<file path="config.mk">
export PLATFORM = sky130hd
export DESIGN_NAME = fc_pass_scheduler
export DESIGN_NICKNAME = d
export VERILOG_FILES = /design/src/rtl/fc_pass_scheduler.sv
export SDC_FILE = /design/constraint.sdc
export NUM_CORES = 1
export LEC_CHECK = 0
export CORE_AREA = 2 2 39 41
export DETAILED_ROUTE_END_ITERATION = 6
export DIE_AREA = 0 0 41 43
export PLACE_DENSITY = 0.7
export REMOVE_ABC_BUFFERS = 1
export SLEW_MARGIN = 20
export SYNTH_ARGS = -nofsm -noshare
export SYNTH_HDL_FRONTEND = slang
export SYNTH_SLANG_ARGS = --single-unit
export TNS_END_PERCENT = 30
</file>
<file path="constraint.sdc">
create_clock -name clk -period 1.9 [get_ports clk]
set_input_delay 0.19 -clock clk [delete_from_list [all_inputs] [get_ports clk]]
set_output_delay 0.19 -clock clk [all_outputs]
set_load 0.01 [all_outputs]
</file>
<file path="src/rtl/fc_pass_scheduler.sv">
// Pass sequencer for one fully-connected layer: launches the control unit once per neuron group,
// writes the lane results out serially, then hands off. Optional watchdog: define PASS_TIMEOUT_EN.
module fc_pass_scheduler #(
  parameter int NUM_OUT = 10,
  parameter int PAR_OUT = 4,
  parameter int TIMEOUT = 256,
  localparam int NUM_PASSES = (NUM_OUT + PAR_OUT - 1) / PAR_OUT,
  localparam int PASS_W = (NUM_PASSES > 1) ? $clog2(NUM_PASSES) : 1,
  localparam int LANE_W = (PAR_OUT > 1) ? $clog2(PAR_OUT) : 1,
  localparam int ADDR_W = (NUM_OUT > 1) ? $clog2(NUM_OUT) : 1
) (
  input  logic              clk,
  input  logic              reset,
  input  logic              start_from_previous,
  output logic              end_to_previous,
  output logic              cu_start,
  input  logic              cu_output_ready,
  output logic [PASS_W-1:0] wm_bank_sel,
  output logic [LANE_W-1:0] lane_sel,
  output logic              ofm_wr_en,
  output logic [ADDR_W-1:0] ofm_wr_addr,
  input  logic              next_ready,
  output logic              start_to_next,
  output logic              layer_done,
  output logic              busy,
  output logic              error
);

  localparam int LAST_LANES = NUM_OUT - (NUM_PASSES - 1) * PAR_OUT;
  localparam logic [PASS_W-1:0] LAST_PASS      = PASS_W'(NUM_PASSES - 1);
  localparam logic [LANE_W-1:0] FULL_LAST_LANE = LANE_W'(PAR_OUT - 1);
  localparam logic [LANE_W-1:0] TAIL_LAST_LANE = LANE_W'(LAST_LANES - 1);

  if (PAR_OUT < 1 || PAR_OUT > NUM_OUT || TIMEOUT < 1) begin : g_bad_params
    $error("fc_pass_scheduler: illegal NUM_OUT/PAR_OUT/TIMEOUT combination");
  end

  typedef enum logic [2:0] {
    IDLE, LAUNCH, WAIT_CU, WRITE, HANDOFF
  } state_t;

  state_t            r_state, w_state_next;
  logic [PASS_W-1:0] r_pass, w_pass_next;
  logic [LANE_W-1:0] r_lane, w_lane_next;
  logic [LANE_W-1:0] w_last_lane;
  logic              w_timeout;

`ifdef PASS_TIMEOUT_EN
  localparam int TMO_W = $clog2(TIMEOUT + 1);
  logic [TMO_W-1:0] r_tmo;
  logic             r_err;

  assign w_timeout = (r_state == WAIT_CU) && !cu_output_ready &&
                     (r_tmo == TMO_W'(TIMEOUT - 1));

  always_ff @(posedge clk) begin
    if (reset) begin
      r_tmo <= '0;
      r_err <= 1'b0;
    end else begin
      if (r_state == LAUNCH)
        r_tmo <= '0;
      else if (r_state == WAIT_CU)
        r_tmo <= r_tmo + 1'b1;
      if (w_timeout)
        r_err <= 1'b1;
    end
  end

  assign error = r_err;
`else
  assign w_timeout = 1'b0;
  assign error     = 1'b0;
`endif

  // The final pass may be partial; its padded lanes are never written.
  assign w_last_lane = (r_pass == LAST_PASS) ? TAIL_LAST_LANE : FULL_LAST_LANE;

  always_comb begin
    w_state_next = r_state;
    w_pass_next  = r_pass;
    w_lane_next  = r_lane;
    case (r_state)
      IDLE: begin
        if (start_from_previous) begin
          w_state_next = LAUNCH;
          w_pass_next  = '0;
          w_lane_next  = '0;
        end
      end
      LAUNCH: w_state_next = WAIT_CU;
      WAIT_CU: begin
        if (cu_output_ready) begin
          w_state_next = WRITE;
          w_lane_next  = '0;
        end else if (w_timeout) begin
          w_state_next = IDLE;
          w_pass_next  = '0;
          w_lane_next  = '0;
        end
      end
      WRITE: begin
        if (r_lane == w_last_lane) begin
          if (r_pass != LAST_PASS) begin
            w_state_next = LAUNCH;
            w_pass_next  = r_pass + 1'b1;
            w_lane_next  = '0;
          end else begin
            w_state_next = HANDOFF;
          end
        end else begin
          w_lane_next = r_lane + 1'b1;
        end
      end
      HANDOFF: begin
        if (next_ready) begin
          w_state_next = IDLE;
          w_pass_next  = '0;
          w_lane_next  = '0;
        end
      end
      default: begin
        w_state_next = IDLE;
        w_pass_next  = '0;
        w_lane_next  = '0;
      end
    endcase
  end

  always_ff @(posedge clk) begin
    if (reset) begin
      r_state <= IDLE;
      r_pass  <= '0;
      r_lane  <= '0;
    end else begin
      r_state <= w_state_next;
      r_pass  <= w_pass_next;
      r_lane  <= w_lane_next;
    end
  end

  assign end_to_previous = (r_state == IDLE);
  assign busy            = (r_state != IDLE);
  assign cu_start        = (r_state == LAUNCH);
  assign ofm_wr_en       = (r_state == WRITE);
  assign wm_bank_sel     = r_pass;
  assign lane_sel        = r_lane;
  assign ofm_wr_addr     = ADDR_W'(int'(r_pass) * PAR_OUT + int'(r_lane));
  assign start_to_next   = (r_state == HANDOFF) && next_ready;
  assign layer_done      = (r_state == HANDOFF) && next_ready;

endmodule

</file>
After elaboration in Yosys (flattened, before gate mapping)
Index checks and enable logic that the tools add are counted.
{ "word_totals": {"regBits": 7, "input_bits": 5, "out_inout_bits": 15, "elab_cells": 44} }
{ "classes": {"add_sub_neg": 3, "eq_ne": 13, "muxes": 16, "n_bitwise": 2, "reduce_logical": 7} }
{ "ops": {"columns": ["op", "count"], "rows": [
  ["$mux 2", 8],
  ["$mux 3", 5],
  ["$pmux 3 s5", 1],
  ["$pmux 2 s5", 1],
  ["$reduce_and 5->1", 2],
  ["$ne 2x2->1 const B", 4],
  ["$pmux 2 s4", 1],
  ["$eq 3x2->1 const B", 2],
  ["$add 2x1->2 const B", 2],
  ["$add 4x2->4", 1],
  ["$ne 2x1->1 const B", 2],
  ["$reduce_and 4->1", 1],
  ["$eq 3x1->1 const B", 1],
  ["$eq 3x3->1 const B", 1],
  ["$logic_not 3->1", 1],
  ["$ne 3x2->1 const B", 1],
  ["$reduce_bool 3->1", 1],
  ["$eq 2x2->1", 1],
  ["$eq 2x2->1 const B", 1],
  ["$not 1->1", 2],
  ["$reduce_or 2->1", 1],
  ["$logic_and 1x1->1", 1]
]} }

Logic depth before layout (Yosys ltp)
{ "depth": {"ltp_word": 5, "depth_mapped": 6, "mapped_depth_nobuf": 6} }

Worst setup path after synthesis
OpenSTA, ideal clock, no wires.
{ "synth_timing": {"path_kind": "register -> register", "start": "register r_pass[0] (netlist: wm_bank_sel[0])", "end": "register r_pass[1] (netlist: wm_bank_sel[1])", "setup_time_ns": 0.092, "arrival_time_ns": 1.404, "required_ns": 1.808, "path_slack_ns": 0.404, "stages_incl_launch_ff": 7, "n_path_buf": 0, "period_less_slack_ns": 1.496, "cell_sequence": "dfxtp_1 -> inv_1 -> ha_1 -> nor2b_1 -> o21ai_0 -> a211o_1 -> o32ai_1"} }
{ "synth_via": {"elab_chain_cells": 5, "word_cells_on_any_way": 11, "cone_classes": "add/sub: 1; eq/ne: 5; mux: 4; reduce/logical: 1"} }
{ "synth_rtl": {"columns": ["element", "line", "rtl"], "rows": [
  ["start, declared", "43", "logic [PASS_W-1:0] r_pass, w_pass_next;"],
  ["start signal, assigned", "137", "r_pass <= w_pass_next;"],
  ["$eq 2x2->1", "77", "assign w_last_lane = (r_pass == LAST_PASS) ? TAIL_LAST_LANE : FULL_LAST_LANE;"],
  ["$mux 2", "77", null],
  ["$eq 2x2->1", "103", "if (r_lane == w_last_lane) begin"],
  ["$ne 2x1->1 (no source line)", null, null],
  ["$reduce_and 5->1 (no source line)", null, null]
]} }
Parallel ways exist; a longest one is shown, timed or not. The select of a mux whose other input is x is not followed.
A chain may end at the register's enable or synchronous reset.

Final worst setup path
{ "layout_timing": {"start": "register r_state[1]", "end": "output ofm_wr_en"} }
{ "layout_via": {"elab_chain_cells": 1} }
{ "layout_rtl": {"columns": ["element", "line", "rtl"], "rows": [
  ["start, declared", "42", "state_t r_state, w_state_next;"],
  ["start signal, assigned", "136", "r_state <= w_state_next;"],
  ["$eq 3x2->1", "145", "assign ofm_wr_en = (r_state == WRITE);"],
  ["end, declared", "20", "output logic ofm_wr_en,"]
]} }
Every way passes these cells.

==> flow_metrics.tcl <==
set metrics [dict create \
    status "finished clean" \
    cp-end-kind "output port" \
    synthMuxAreaShare_pct 0 \
    cts_resized 0 \
    worstPathRequired_ps 1710 \
    syn_area_per_cell_um2 7.376 \
    port_buffers 18 \
    drt-total-wl_um 982 \
    synth_area_leaders "dfxtp_1 (28%), buf_4 (9.1%), nand2b_1 (5.1%)" \
    via_per_inst 4.979 \
    slew_viol_final 0 \
    clock-root-buffer "clkbuf_4" \
    initial_core_util_pct 35.71 \
    wl_per_cell_um 10.12 \
    dr.pass1.iters 4 \
    setup.worst_path.start_class "flip-flop" \
    hold_viol 0 \
    yosysMostFrequentCell "dfxtp_1" \
    period_share_pct 93.83 \
    min_period_ps 1783 \
    htreeDepth 1 \
    path_clk_slew_ps 50 \
    dr.first_iter.drc_count 10 \
    syn_area_um2 494.2 \
    synth-compound-area-share_pct 23.29 \
    nets 88 \
    multi_input_area_um2 279.0 \
    peakVddDrop_mv 0.3092 \
    cts_tree "done" \
    ys_seq_area_share_pct 28.35 \
    io_pins 20 \
    skew_ps 1.493 \
    synthFlopType "dfxtp_1" \
    synth_xor_area_share_pct 1.772 \
    synth.distinct_cells 32 \
    row_count 14 \
    clock_latency_ps 250 \
    grt_max_degree 13 \
    drc 0 \
    grt_pass1_wl_um 1642 \
    synth_edf_count 0 \
    die-area_um2 1763 \
    area_delta_synth_final_pct 36.46 \
    p_leak_nw 0.2535 \
    setup_violations 0 \
    die_w_um 41 \
    powerDensity_nw_per_um2 585.3 \
    synth_common_cells "dfxtp_1 (7), buf_4 (6), inv_1 (5), nand2_1 (5), o21ai_0 (5)" \
    cts.path.max_buffers 2 \
    final_area_um2 674.4 \
    antenna_found_initial 0 \
    ff_latch_area_um2 142.6 \
    crit_fanout 9 \
    core_um2 1384 \
    tns_ps 0 \
    finalWorstSetupSlack_ps 117.3 \
    yosysWarnings 0 \
    antenna_left 0 \
    cap_violations 0 \
    die_y_um 43 \
    synthSimpleGateAreaFrac_pct 27.59 \
    fmax_mhz 560.9 \
    dpl-instance-area_um2 643.1 \
    yosysTopAreaCellShare_pct 28.35 \
    dp_hpwl_um 712 \
    fillers 141 \
    pre_cts_ws_ps 283.1 \
    crit_type "flip-flop to output port" \
    grt_usage_pct 14.17 \
    async_flop_share_pct 0 \
    cts_sinks 7 \
    synthAdderAreaFrac_pct 2.532 \
    synth_top_family_by_area "simple AND/OR/NAND/NOR gates" \
    place_congestion 0.7787 \
    synth_seq_cells 7 \
    cts_hold_buf 0 \
    drive_above_1_share_pct 9.877 \
    post_cts_buffers 0 \
    whs_ps 527.5 \
    hp-class "flip-flop to flip-flop" \
    synth_largest_area_cell "dfxtp_1" \
    cp.arrival_ps 1590 \
    syn_inst 67 \
    numCtsBuffers 3 \
    rsz0062_at_grt "false" \
    antenna_cells 0 \
    grt_overflow 0 \
    vias 483 \
    grt_pass1_vias 406 \
]
worst paths after layout:
path              cells after the start  slack (ps)      startpoint             end
hold reg to reg                       2         530  wm_bank_sel[1]  wm_bank_sel[1]
setup reg to reg                      6         320  wm_bank_sel[0]  wm_bank_sel[1]
hold / removal                        2         530  wm_bank_sel[1]  wm_bank_sel[1]
setup / recovery                      4         120      r_state[1]       ofm_wr_en
per-layer routing:
layer  vias up  share of wire (%)  global-route usage, %
met5         -                  0                      0
li1        253                  -                      -
met4         0                2.0                  10.00
met3         4                8.7                  4.712
met1       207                 48                  19.03
met2        19                 41                  18.13
layout make-up:
type | instances | share of cell area [%]
inverters | 5 | 2.783
clock buffers | 4 | 3.896
repair buffers | 19 | 27.83
well taps | 16 | 2.968
multi-input cells | 46 | 41.37
flip-flops and latches | 7 | 21.15
power by group:
group	switching (mW)	internal (mW)	leakage [nW]
combinational	0.0395	0.0529	0.181
clock	0.0572	0.0803	0.0150
sequential	0.0111	0.154	0.0575
registers in the layout, indices dropped and copies added, names as in the netlist:
register and flops:
lane_sel 2, wm_bank_sel 2, r_state 3
cell families after synthesis:
group,count (synthesis)
compound gates,18
xor+xnor,1
fa+ha+maj,1
buf+inv,14
flops,7
other cells,1
simple gates,25
through the flow:
stage	std cells	utilization, %	power [mW]
after floorplan	58	-	0.2131
after global placement	93	46.47	0.2580
after detailed placement	93	46.47	0.2579
after CTS	97	48.37	0.4001
after global routing	97	48.73	0.4241
final	97	48.73	0.3947
critical path: stages, from the launching register on:
cell	delay, ps
dfxtp_2	400
nand2_1	80
or2_1	240
inv_1	80
clkdlybuf4s50_1	540
placed cells by master (no fill, tap or decap):
cell              n
dfxtp_2           2
clkbuf_1          1
or2_2             1
or4_1             1
nor3b_1           1
o22ai_1           2
inv_1             5
or2_1             1
dfxtp_1           5
a22oi_1           1
and2b_1           1
nor3_1            2
o32ai_1           1
a2bb2oi_1         1
and2_1            1
a211oi_1          1
a21oi_1           4
nand2_1           5
clkdlybuf4s50_1  18
nor2b_1           1
o31a_1            1
and3_1            1
nand3b_1          1
a21o_1            1
xor2_1            1
clkbuf_4          3
nor2_2            1
a211o_1           1
o21ai_0           5
nor2_1            3
nor4_1            1
conb_1            1
nand2b_1          4
ha_1              1
buf_4             1
(Power assumes the default switching activity.)
